$ cat src/rtl/flow_table_pkg.sv
// Shared definitions for the flow-table controller: register map, CTRL/STATUS
// field positions, FSM state type and default geometry.
package flow_table_pkg;

    localparam int KEY_WORDS_DEF    = 5;
    localparam int ADDR_W_DEF       = 10;
    localparam int STARVE_LIMIT_DEF = 8;

    localparam logic [3:0] REG_CTRL   = 4'h0;
    localparam logic [3:0] REG_INDEX  = 4'h4;
    localparam logic [3:0] REG_STATUS = 4'h8;
    localparam logic [3:0] REG_DATA   = 4'hC;

    localparam int CTRL_ABORT_BIT   = 0;
    localparam int CTRL_CLR_OVR_BIT = 1;

    localparam int ST_PENDING_BIT = 0;
    localparam int ST_WCNT_LSB    = 1;
    localparam int ST_WCNT_MSB    = 3;
    localparam int ST_OVERRUN_BIT = 4;
    localparam int ST_COMMIT_LSB  = 16;
    localparam int ST_COMMIT_MSB  = 31;

    typedef enum logic [1:0] {
        ST_IDLE    = 2'd0,
        ST_COLLECT = 2'd1,
        ST_PENDING = 2'd2
    } ft_state_e;

    // Assemble the read-only STATUS word from its fields.
    function automatic logic [31:0] pack_status(
        input logic        pending,
        input logic [2:0]  wcnt,
        input logic        overrun,
        input logic [15:0] commits
    );
        logic [31:0] s;
        s = 32'h0000_0000;
        s[ST_PENDING_BIT]              = pending;
        s[ST_WCNT_MSB:ST_WCNT_LSB]     = wcnt;
        s[ST_OVERRUN_BIT]              = overrun;
        s[ST_COMMIT_MSB:ST_COMMIT_LSB] = commits;
        return s;
    endfunction

endpackage

$ cat src/rtl/flow_entry_stager.sv
// Collects sequential 32-bit CPU words into one wide flow entry (word 0 in the
// LSBs) and keeps the sticky overrun flag for words that arrive while a full
// entry is still waiting for the BRAM port.
module flow_entry_stager
    import flow_table_pkg::*;
#(
    parameter int KEY_WORDS = KEY_WORDS_DEF
) (
    input  logic                    clk,
    input  logic                    rst_n,
    input  logic                    word_en,
    input  logic [31:0]             word_data,
    input  logic                    abort,
    input  logic                    set_overrun,
    input  logic                    clr_overrun,
    output logic [2:0]              word_cnt_r,
    output logic                    entry_done_s,
    output logic [32*KEY_WORDS-1:0] staging_r,
    output logic                    overrun_r
);

    localparam logic [2:0] LAST_IDX = 3'(KEY_WORDS - 1);

    assign entry_done_s = word_en && (word_cnt_r == LAST_IDX);

    // Word counter: wraps to zero when the last word of an entry lands.
    always_ff @(posedge clk or negedge rst_n) begin
        if (!rst_n) begin
            word_cnt_r <= 3'd0;
        end else if (abort) begin
            word_cnt_r <= 3'd0;
        end else if (entry_done_s) begin
            word_cnt_r <= 3'd0;
        end else if (word_en) begin
            word_cnt_r <= word_cnt_r + 3'd1;
        end else begin
            word_cnt_r <= word_cnt_r;
        end
    end

    // Staging register: each accepted word fills the slot named by word_cnt.
    always_ff @(posedge clk or negedge rst_n) begin
        if (!rst_n) begin
            staging_r <= '0;
        end else begin
            for (int k = 0; k < KEY_WORDS; k++) begin
                if (word_en && (word_cnt_r == 3'(k))) begin
                    staging_r[32*k +: 32] <= word_data;
                end
            end
        end
    end

    // Sticky overrun flag, cleared only by an explicit CTRL request.
    always_ff @(posedge clk or negedge rst_n) begin
        if (!rst_n) begin
            overrun_r <= 1'b0;
        end else if (clr_overrun) begin
            overrun_r <= 1'b0;
        end else if (set_overrun) begin
            overrun_r <= 1'b1;
        end else begin
            overrun_r <= overrun_r;
        end
    end

endmodule

$ cat src/rtl/flow_table_ctrl.sv
// Flow-table BRAM owner: decodes the CPU register window, stages flow entries,
// and arbitrates the single BRAM port between lookups (priority) and CPU
// commits, with a starvation guard bounding how long a commit can wait.
module flow_table_ctrl
    import flow_table_pkg::*;
#(
    parameter  int KEY_WORDS    = KEY_WORDS_DEF,
    parameter  int ADDR_W       = ADDR_W_DEF,
    parameter  int STARVE_LIMIT = STARVE_LIMIT_DEF,
    localparam int EW           = 32 * KEY_WORDS
) (
    input  logic              clk,
    input  logic              rst_n,
    input  logic              cfg_wr_en,
    input  logic [3:0]        cfg_wr_addr,
    input  logic [31:0]       cfg_wr_data,
    input  logic [3:0]        cfg_rd_addr,
    output logic [31:0]       cfg_rd_data,
    input  logic              lk_req_valid,
    output logic              lk_req_ready,
    input  logic [ADDR_W-1:0] lk_req_addr,
    output logic              lk_rsp_valid,
    output logic [EW-1:0]     lk_rsp_data,
    output logic              bram_en,
    output logic              bram_we,
    output logic [ADDR_W-1:0] bram_addr,
    output logic [EW-1:0]     bram_wdata,
    input  logic [EW-1:0]     bram_rdata
);

    localparam int              SW         = $clog2(STARVE_LIMIT + 2);
    localparam logic [SW-1:0]   STARVE_MAX = SW'(STARVE_LIMIT);

    ft_state_e          state_r;
    ft_state_e          state_nxt_s;
    logic [SW-1:0]      starve_cnt_r;
    logic [ADDR_W-1:0]  index_r;
    logic [15:0]        commit_cnt_r;
    logic               lk_rsp_valid_r;

    logic               data_wr_s;
    logic               index_wr_s;
    logic               ctrl_wr_s;
    logic               grant_wr_s;
    logic               word_en_s;
    logic               set_overrun_s;
    logic               clr_overrun_s;
    logic               abort_s;

    logic [2:0]         word_cnt_s;
    logic               entry_done_s;
    logic [EW-1:0]      staging_s;
    logic               overrun_s;

    assign data_wr_s  = cfg_wr_en && (cfg_wr_addr == REG_DATA);
    assign index_wr_s = cfg_wr_en && (cfg_wr_addr == REG_INDEX);
    assign ctrl_wr_s  = cfg_wr_en && (cfg_wr_addr == REG_CTRL);

    // A pending commit takes the port when nobody is looking up, or once it
    // has lost STARVE_LIMIT consecutive cycles.
    assign grant_wr_s = (state_r == ST_PENDING) &&
                        (!lk_req_valid || (starve_cnt_r == STARVE_MAX));

    // A word written in the grant cycle already belongs to the next entry.
    assign word_en_s     = data_wr_s && ((state_r != ST_PENDING) || grant_wr_s);
    assign set_overrun_s = data_wr_s && (state_r == ST_PENDING) && !grant_wr_s;
    assign clr_overrun_s = ctrl_wr_s && cfg_wr_data[CTRL_CLR_OVR_BIT];
    // The commit beats an abort issued in the same cycle.
    assign abort_s       = ctrl_wr_s && cfg_wr_data[CTRL_ABORT_BIT] && !grant_wr_s;

    flow_entry_stager #(
        .KEY_WORDS (KEY_WORDS)
    ) u_stager (
        .clk          (clk),
        .rst_n        (rst_n),
        .word_en      (word_en_s),
        .word_data    (cfg_wr_data),
        .abort        (abort_s),
        .set_overrun  (set_overrun_s),
        .clr_overrun  (clr_overrun_s),
        .word_cnt_r   (word_cnt_s),
        .entry_done_s (entry_done_s),
        .staging_r    (staging_s),
        .overrun_r    (overrun_s)
    );

    // FSM state register.
    always_ff @(posedge clk or negedge rst_n) begin
        if (!rst_n) begin
            state_r <= ST_IDLE;
        end else begin
            state_r <= state_nxt_s;
        end
    end

    // Next-state logic and BRAM port / lookup-ready drive.
    always_comb begin
        state_nxt_s  = state_r;
        lk_req_ready = 1'b1;
        bram_en      = 1'b0;
        bram_we      = 1'b0;
        bram_addr    = '0;
        bram_wdata   = '0;

        if (grant_wr_s) begin
            lk_req_ready = 1'b0;
            bram_en      = 1'b1;
            bram_we      = 1'b1;
            bram_addr    = index_r;
            bram_wdata   = staging_s;
        end else if (lk_req_valid) begin
            bram_en      = 1'b1;
            bram_addr    = lk_req_addr;
        end else begin
            bram_en      = 1'b0;
        end

        case (state_r)
            ST_IDLE: begin
                if (word_en_s) begin
                    state_nxt_s = entry_done_s ? ST_PENDING : ST_COLLECT;
                end else begin
                    state_nxt_s = ST_IDLE;
                end
            end
            ST_COLLECT: begin
                if (abort_s) begin
                    state_nxt_s = ST_IDLE;
                end else if (entry_done_s) begin
                    state_nxt_s = ST_PENDING;
                end else begin
                    state_nxt_s = ST_COLLECT;
                end
            end
            ST_PENDING: begin
                if (grant_wr_s) begin
                    if (word_en_s) begin
                        state_nxt_s = entry_done_s ? ST_PENDING : ST_COLLECT;
                    end else begin
                        state_nxt_s = ST_IDLE;
                    end
                end else if (abort_s) begin
                    state_nxt_s = ST_IDLE;
                end else begin
                    state_nxt_s = ST_PENDING;
                end
            end
            default: begin
                state_nxt_s = ST_IDLE;
            end
        endcase
    end

    // Starvation counter: counts lookups that beat a pending commit.
    always_ff @(posedge clk or negedge rst_n) begin
        if (!rst_n) begin
            starve_cnt_r <= '0;
        end else if (grant_wr_s || abort_s) begin
            starve_cnt_r <= '0;
        end else if ((state_r == ST_PENDING) && lk_req_valid && (starve_cnt_r != STARVE_MAX)) begin
            starve_cnt_r <= starve_cnt_r + SW'(1);
        end else begin
            starve_cnt_r <= starve_cnt_r;
        end
    end

    // Commit index: CPU-programmable, auto-increments after every commit.
    always_ff @(posedge clk or negedge rst_n) begin
        if (!rst_n) begin
            index_r <= '0;
        end else if (index_wr_s) begin
            index_r <= cfg_wr_data[ADDR_W-1:0];
        end else if (grant_wr_s) begin
            index_r <= index_r + ADDR_W'(1);
        end else begin
            index_r <= index_r;
        end
    end

    // Commit counter (wraps at 16 bits).
    always_ff @(posedge clk or negedge rst_n) begin
        if (!rst_n) begin
            commit_cnt_r <= 16'd0;
        end else if (grant_wr_s) begin
            commit_cnt_r <= commit_cnt_r + 16'd1;
        end else begin
            commit_cnt_r <= commit_cnt_r;
        end
    end

    // Lookup response valid follows an accepted request by one cycle.
    always_ff @(posedge clk or negedge rst_n) begin
        if (!rst_n) begin
            lk_rsp_valid_r <= 1'b0;
        end else begin
            lk_rsp_valid_r <= lk_req_valid && lk_req_ready;
        end
    end

    assign lk_rsp_valid = lk_rsp_valid_r;
    assign lk_rsp_data  = lk_rsp_valid_r ? bram_rdata : '0;

    // Register read mux; CTRL and DATA are write-only and read as zero.
    always_comb begin
        cfg_rd_data = 32'h0000_0000;
        case (cfg_rd_addr)
            REG_INDEX:  cfg_rd_data = {{(32-ADDR_W){1'b0}}, index_r};
            REG_STATUS: cfg_rd_data = pack_status(state_r == ST_PENDING, word_cnt_s,
                                                  overrun_s, commit_cnt_r);
            REG_CTRL:   cfg_rd_data = 32'h0000_0000;
            REG_DATA:   cfg_rd_data = 32'h0000_0000;
            default:    cfg_rd_data = 32'h0000_0000;
        endcase
    end

endmodule
$ cat config.mk
export PLATFORM = sky130hd
export DESIGN_NAME = flow_table_ctrl
export DESIGN_NICKNAME = d
export VERILOG_FILES = /design/src/rtl/flow_table_pkg.sv /design/src/rtl/flow_entry_stager.sv /design/src/rtl/flow_table_ctrl.sv
export SDC_FILE = /design/constraint.sdc
export NUM_CORES = 1
export LEC_CHECK = 0
export ABC_CLOCK_PERIOD_IN_PS = 3150
export CAP_MARGIN = 10
export CORE_AREA = 4 4 224 226
export CTS_BUF_LIST = sky130_fd_sc_hd__clkbuf_2
export CTS_CLUSTER_DIAMETER = 100
export DETAILED_ROUTE_END_ITERATION = 10
export DIE_AREA = 0 0 228 230
export PLACE_DENSITY_LB_ADDON = 0.25
export RECOVER_POWER = 25
export SYNTH_ARGS = -nofsm -noshare
export SYNTH_HDL_FRONTEND = slang
export SYNTH_HIERARCHICAL = 1
export SYNTH_SLANG_ARGS = --single-unit
$ cat constraint.sdc
create_clock -name clk -period 3.15 [get_ports clk]
set_clock_uncertainty 0.2 [all_clocks]
set_input_delay 0.4725 -clock clk [delete_from_list [all_inputs] [get_ports clk]]
set_output_delay 0.4725 -clock clk [all_outputs]
set_load 0.01 [all_outputs]
# Word level (Yosys, flattened, before mapping)
# Index checks and enable logic that the tools add are counted.
# op_classes
n_addsub	4
n_eq_ne	13
n_mux	24
n_reduce_logical	30
# ops
op	count
$mux W160	2
$pmux W32 S2	1
$mux W10	4
$logic_and A1 B1 Y1	18
$add A16 B1 Y16 const B	1
$eq A4 B4 Y1 const B	3
$add A10 B1 Y10 const B	1
$mux W2	5
$mux W3	3
$eq A4 B3 Y1 const B	2
$mux W4	2
$eq A3 B2 Y1 const B	2
$mux W1	6
$pmux W2 S3	1
$reduce_bool A2 Y1	3
$add A4 B1 Y4 const B	1
$logic_not A4 Y1	1
$ne A4 B4 Y1 const B	1
$add A3 B1 Y3 const B	1
$eq A3 B1 Y1 const B	1
$eq A3 B3 Y1 const B	1
$logic_not A3 Y1	1
$logic_or A1 B1 Y1	3
$reduce_bool A3 Y1	1
5 further kinds	6
# word_totals
ff_bits	197
elab_cells	83

# Longest topological paths before layout
# Gate-level depths: netlist of the first run.
# logic_depth
word_depth	10
mapped_depth	12
depth_no_buf	10

# Modules after synthesis
# Netlist of the first run, hierarchy kept.
# by_module_without_submodules
mod	n_inst	cells_per_inst	area_each_um2
flow_entry_stager	1	367	6236.0
flow_table_ctrl	1	596	4219.0

# Least setup slack after synthesis of the first run
# OpenSTA, ideal clock, no wires.
# synth_path
kind	in2reg
from	input port cfg_wr_addr[1]
to	register u_stager.staging_r[69]
setup_ns	0.127
t_arrival_ns	1.980
required_ns	2.823
path_slack_ns	0.843
stages	8
path_buffers	2
path_cell_list	nand2b_1 -> or3_1 -> nor2_1 -> buf_4 -> and2b_2 -> nand2_4 -> buf_6 -> mux2_1
# synth_via
elab_chain_len	4
# synth_lines
element	line	rtl
from (decl)	flow_table_ctrl.sv:15	input logic [3:0] cfg_wr_addr,
$eq A4 B4 Y1	flow_table_ctrl.sv:55	assign data_wr_s = cfg_wr_en && (cfg_wr_addr == REG_DATA);
$logic_and A1 B1 Y1	flow_table_ctrl.sv:55	
$logic_and A1 B1 Y1	flow_table_ctrl.sv:65	assign word_en_s = data_wr_s && ((state_r != ST_PENDING) || grant_wr_s);
via word_en_s	flow_table_ctrl.sv:45	logic word_en_s;
$logic_and A1 B1 Y1	flow_entry_stager.sv:47	if (word_en && (word_cnt_r == 3'(k))) begin
to (signal, indexed assignment)	flow_entry_stager.sv:48	staging_r[32*k +: 32] <= word_data;
to (decl)	flow_entry_stager.sv:18	output logic [32*KEY_WORDS-1:0] staging_r,
# The timed path passes the listed nets, and every way through them passes these cells.
# A chain may end at the register's enable or synchronous reset.

# Final worst setup path of the first run
# layout_path
from	register starve_cnt_r[0]
to	output port bram_wdata[159]
# layout_via
elab_chain_len	4
# layout_lines
element	line	rtl
from (decl)	flow_table_ctrl.sv:36	logic [SW-1:0] starve_cnt_r;
from (signal assigned)	flow_table_ctrl.sv:161	starve_cnt_r <= starve_cnt_r + SW'(1);
from (signal assigned)	flow_table_ctrl.sv:163	starve_cnt_r <= starve_cnt_r;
$eq A4 B4 Y1	flow_table_ctrl.sv:62	(!lk_req_valid || (starve_cnt_r == STARVE_MAX));
$logic_or A1 B1 Y1	flow_table_ctrl.sv:62	
$logic_and A1 B1 Y1	flow_table_ctrl.sv:61	assign grant_wr_s = (state_r == ST_PENDING) &&
$mux W160	flow_table_ctrl.sv:105	if (grant_wr_s) begin
to (decl)	flow_table_ctrl.sv:27	output logic [EW-1:0] bram_wdata,
# No other way between the ends.

==> out/results.ini, run 1 <==
[cts]
tritoncts = built
cts_sinks = 197
clock_latency_ns = 0.84
cts_buffers = 17
root_buffer = clkbuf_2
cts_max_level = 4
ctsLongestPathBuffers = 2
cts.reportedPaths.clkPinSlew_ns = 0.28

[yosys]
synth_commonest_cells = 344 x and2_1, 197 x dfrtp_1, 154 x mux2_2
synth.avg_cell_area_sq_um = 10.9
seq_area_frac_synth = 0.472
ys.flop_type = dfrtp_1
synthCells = 963
synth-edff-count = 0
yosysMostFrequentCell = and2_1
ys_seq_elements = 197
synth.area.top_cells = dfrtp_1 47%, and2_1 21%, mux2_2 17%
async_flop_share = 1.00
synth.top_cell.area_share = 0.472
synth_cell_type_count = 41
synth_top_area_cell = dfrtp_1
ys_warn_count = 6
netlist_area_sq_mm = 0.0105

[detailed_routing]
drt_pre_antenna_iters = 4
drc_errors = 0
dr.first_iter.drc_count = 400
ant_nets = 0
vias_per_cell = 4.35
wirelength_mm = 61.0
avgRoutedWirePerCell_um = 27.1
vias = 9803

[critical_path]
worst_setup_path_end_kind = output pin
r2r_start = starve_cnt_r[0]
critPathRequiredTime_ns = 2.48
ff2ff_path_depth = 13
start_kind = flip-flop
cp_data_arrival_time_ns = 2.65
r2r-end = commit_cnt_r[9]
reg2reg_slack_ns = 0.43
worst-path-max-fanout = 6
path_class = flip-flop to output pin

[grt]
grt_first_pass_wirelength_mm = 83.5
antenna_found_initial = 19
grt_start_max_net_pins = 76
grt.overflow.total = 0
grt_pass1_vias = 10500
grt_util_all_layers = 0.223

[cells_and_area]
fin_nets = 1827
final_area_sq_mm = 0.0187
nFillCells = 4850
drive_above_1_share = 0.375
area_growth_pct = 78.7
postLayoutCoreUtil = 0.386
final_cells = 2251

[place]
placed_area_sq_mm = 0.0170
port_buffers = 573
dp.cells = 2128
hpwl_mm = 45.8
gp_congestion = 0.917
place_ws_ns = -0.119

[die]
core_area_sq_mm = 0.0483
die_y_um = 230
io_pins = 580
die_w_um = 228
rows = 81
dieArea_sq_mm = 0.0524
start_util = 0.216

[timing]
setup_ws_ns = -0.177
rsz0062_at_grt = yes
hold_viol = 0
setup_viol = 153
max_freq_mhz = 301
min_period_ns = 3.33
worstMarginPinSlew_ns = 1.16
finalCritPeriodShare = 1.06
relSlewSlack = 0.229
drv_slew = 0
tns_ns = -11.08

[power_and_ir_drop]
p_leak_uw = 0.00924
vdd_ir_drop_max_mv = 0.210
powerDensity_mw_per_mm2 = 319

[worst_hold_path]
hold_depth = 3
hold_class = primary input to flip-flop
worstHoldStart = cfg_wr_data[4]
hold_end = index_r[4]

[flow_run]
drv_cap = 0

[outcome]
outcome = complete, but fails checks
violations = negative setup slack

## cell usage in the layout, fill, tap and decap left out, types with 3 or more instances in the layout
cell	count
a21oi_1	17
a22o_1	6
and2_1	233
and2_4	111
and3_1	6
buf_12	27
buf_16	10
buf_2	43
buf_4	40
buf_6	133
buf_8	10
bufinv_16	5
clkbuf_1	7
clkbuf_16	5
clkbuf_2	22
clkdlybuf4s15_2	4
clkdlybuf4s50_1	242
clkinv_2	3
conb_1	6
dfrtp_1	196
diode_2	13
dlygate4sd2_1	156
dlygate4sd3_1	3
ha_1	8
inv_1	6
mux2_1	6
mux2_2	154
nand2_1	26
nand2_2	4
nand2_4	8
nand2b_1	4
nand3_1	6
nand4_1	12
nor2_1	25
nor2b_1	4
o21ai_4	5
xnor2_1	10
xor2_1	14
## sequential cells by signal (all words and copies together) (netlist names)
name and flops:
u_stager/staging_r 160, commit_cnt_r 16, index_r 10, starve_cnt_r 4
u_stager/word_cnt_r 3, state_r 2, lk_rsp_valid 1, u_stager/overrun_r 1
## cell type report
type | instances | area, sq um | share of cell area
repair buffers | 686 | 7040 | 0.377
well taps | 622 | 778 | 0.0417
inverters | 9 | 37.5 | 0.00201
clock buffers | 19 | 95.1 | 0.00509
multi-input cells | 693 | 5560 | 0.298
clock inverters | 12 | 203 | 0.0109
flip-flops and latches | 197 | 4930 | 0.264
diodes | 13 | 32.5 | 0.00174
## where the power goes
group | switching, uW | internal, uW
combinational | 588 | 728
sequential | 261 | 2860
clock | 917 | 611
## cells by family after synthesis
| family | count (synthesis) | synth area share |
|---|---|---|
| compound gates | 38 | 0.0214 |
| flops | 197 | 0.472 |
| fa+ha+maj | 9 | 0.0108 |
| other cells | 1 | 0.000359 |
| simple gates | 455 | 0.263 |
| buf+inv | 78 | 0.0391 |
| xor+xnor | 24 | 0.0201 |
| mux | 161 | 0.173 |
## metrics by stage
| step | hold slack, ns | power, uW |
|---|---|---|
| floorplan | -0.0231 | 3590 |
| global placement | 0.260 | 4490 |
| detailed placement | 0.263 | 4510 |
| CTS | 0.00785 | 6040 |
| global route | 0.0733 | 6260 |
| finish | 0.163 | 5960 |
## metal layers
layer / wire length [um] / part of all wire / vias to the layer above / global-route usage
met1: 22300 / 0.37 / 4896 / 0.237
met3: 4220 / 0.069 / 74 / 0.0727
li1: - / - / 4447 / -
met4: 2740 / 0.045 / 14 / 0.104
met2: 31600 / 0.52 / 372 / 0.400
met5: 99 / 0.0016 / - / 0
## worst max-delay path by stage
stage / from / cells past startpoint / slack, ns / end
2_1_floorplan: cfg_wr_addr[1] / 8 / 0.84 / u_stager/staging_r[69]
3_3_place_gp: lk_req_valid / 5 / -0.08 / bram_addr[0]
3_5_place_dp: lk_req_valid / 5 / -0.12 / bram_addr[0]
4_1_cts: starve_cnt_r[1] / 10 / -0.45 / bram_wdata[100]
5_1_grt: starve_cnt_r[0] / 11 / -0.35 / bram_wdata[159]
6_report: starve_cnt_r[0] / 11 / -0.18 / bram_wdata[159]
## critical path: stages (launching register included)
cell and delay, ns:
dfrtp_1 0.47, inv_2 0.08, ha_4 0.14, nand3b_4 0.09, a21oi_4 0.17, buf_12 0.16, buf_12 0.14, buf_12 0.13
buf_6 0.11, buf_6 0.11, and2_4 0.14, buf_6 0.10
## what timing repair did
item,4_1_cts,5_1_grt
setup endpoints to repair,334,174
resized for setup,820,380
buffers inserted,37,24
hold endpoints to repair,198,0
pin swaps,8,63
hold buffers,4,0
gates cloned,14,6
Note: power is estimated with default switching activity, not from simulation.
==> run 2: changes to the inputs <==
- SLEW_MARGIN: default -> 15
==> results of run 2 <==
The final DEF is identical to that of run 1; final timing and power are the same.
==> run 3: changes to the inputs <==
- CTS_CLUSTER_SIZE: default -> 10
==> results of run 3 <==
The final DEF is identical to that of run 1; final timing and power are the same.
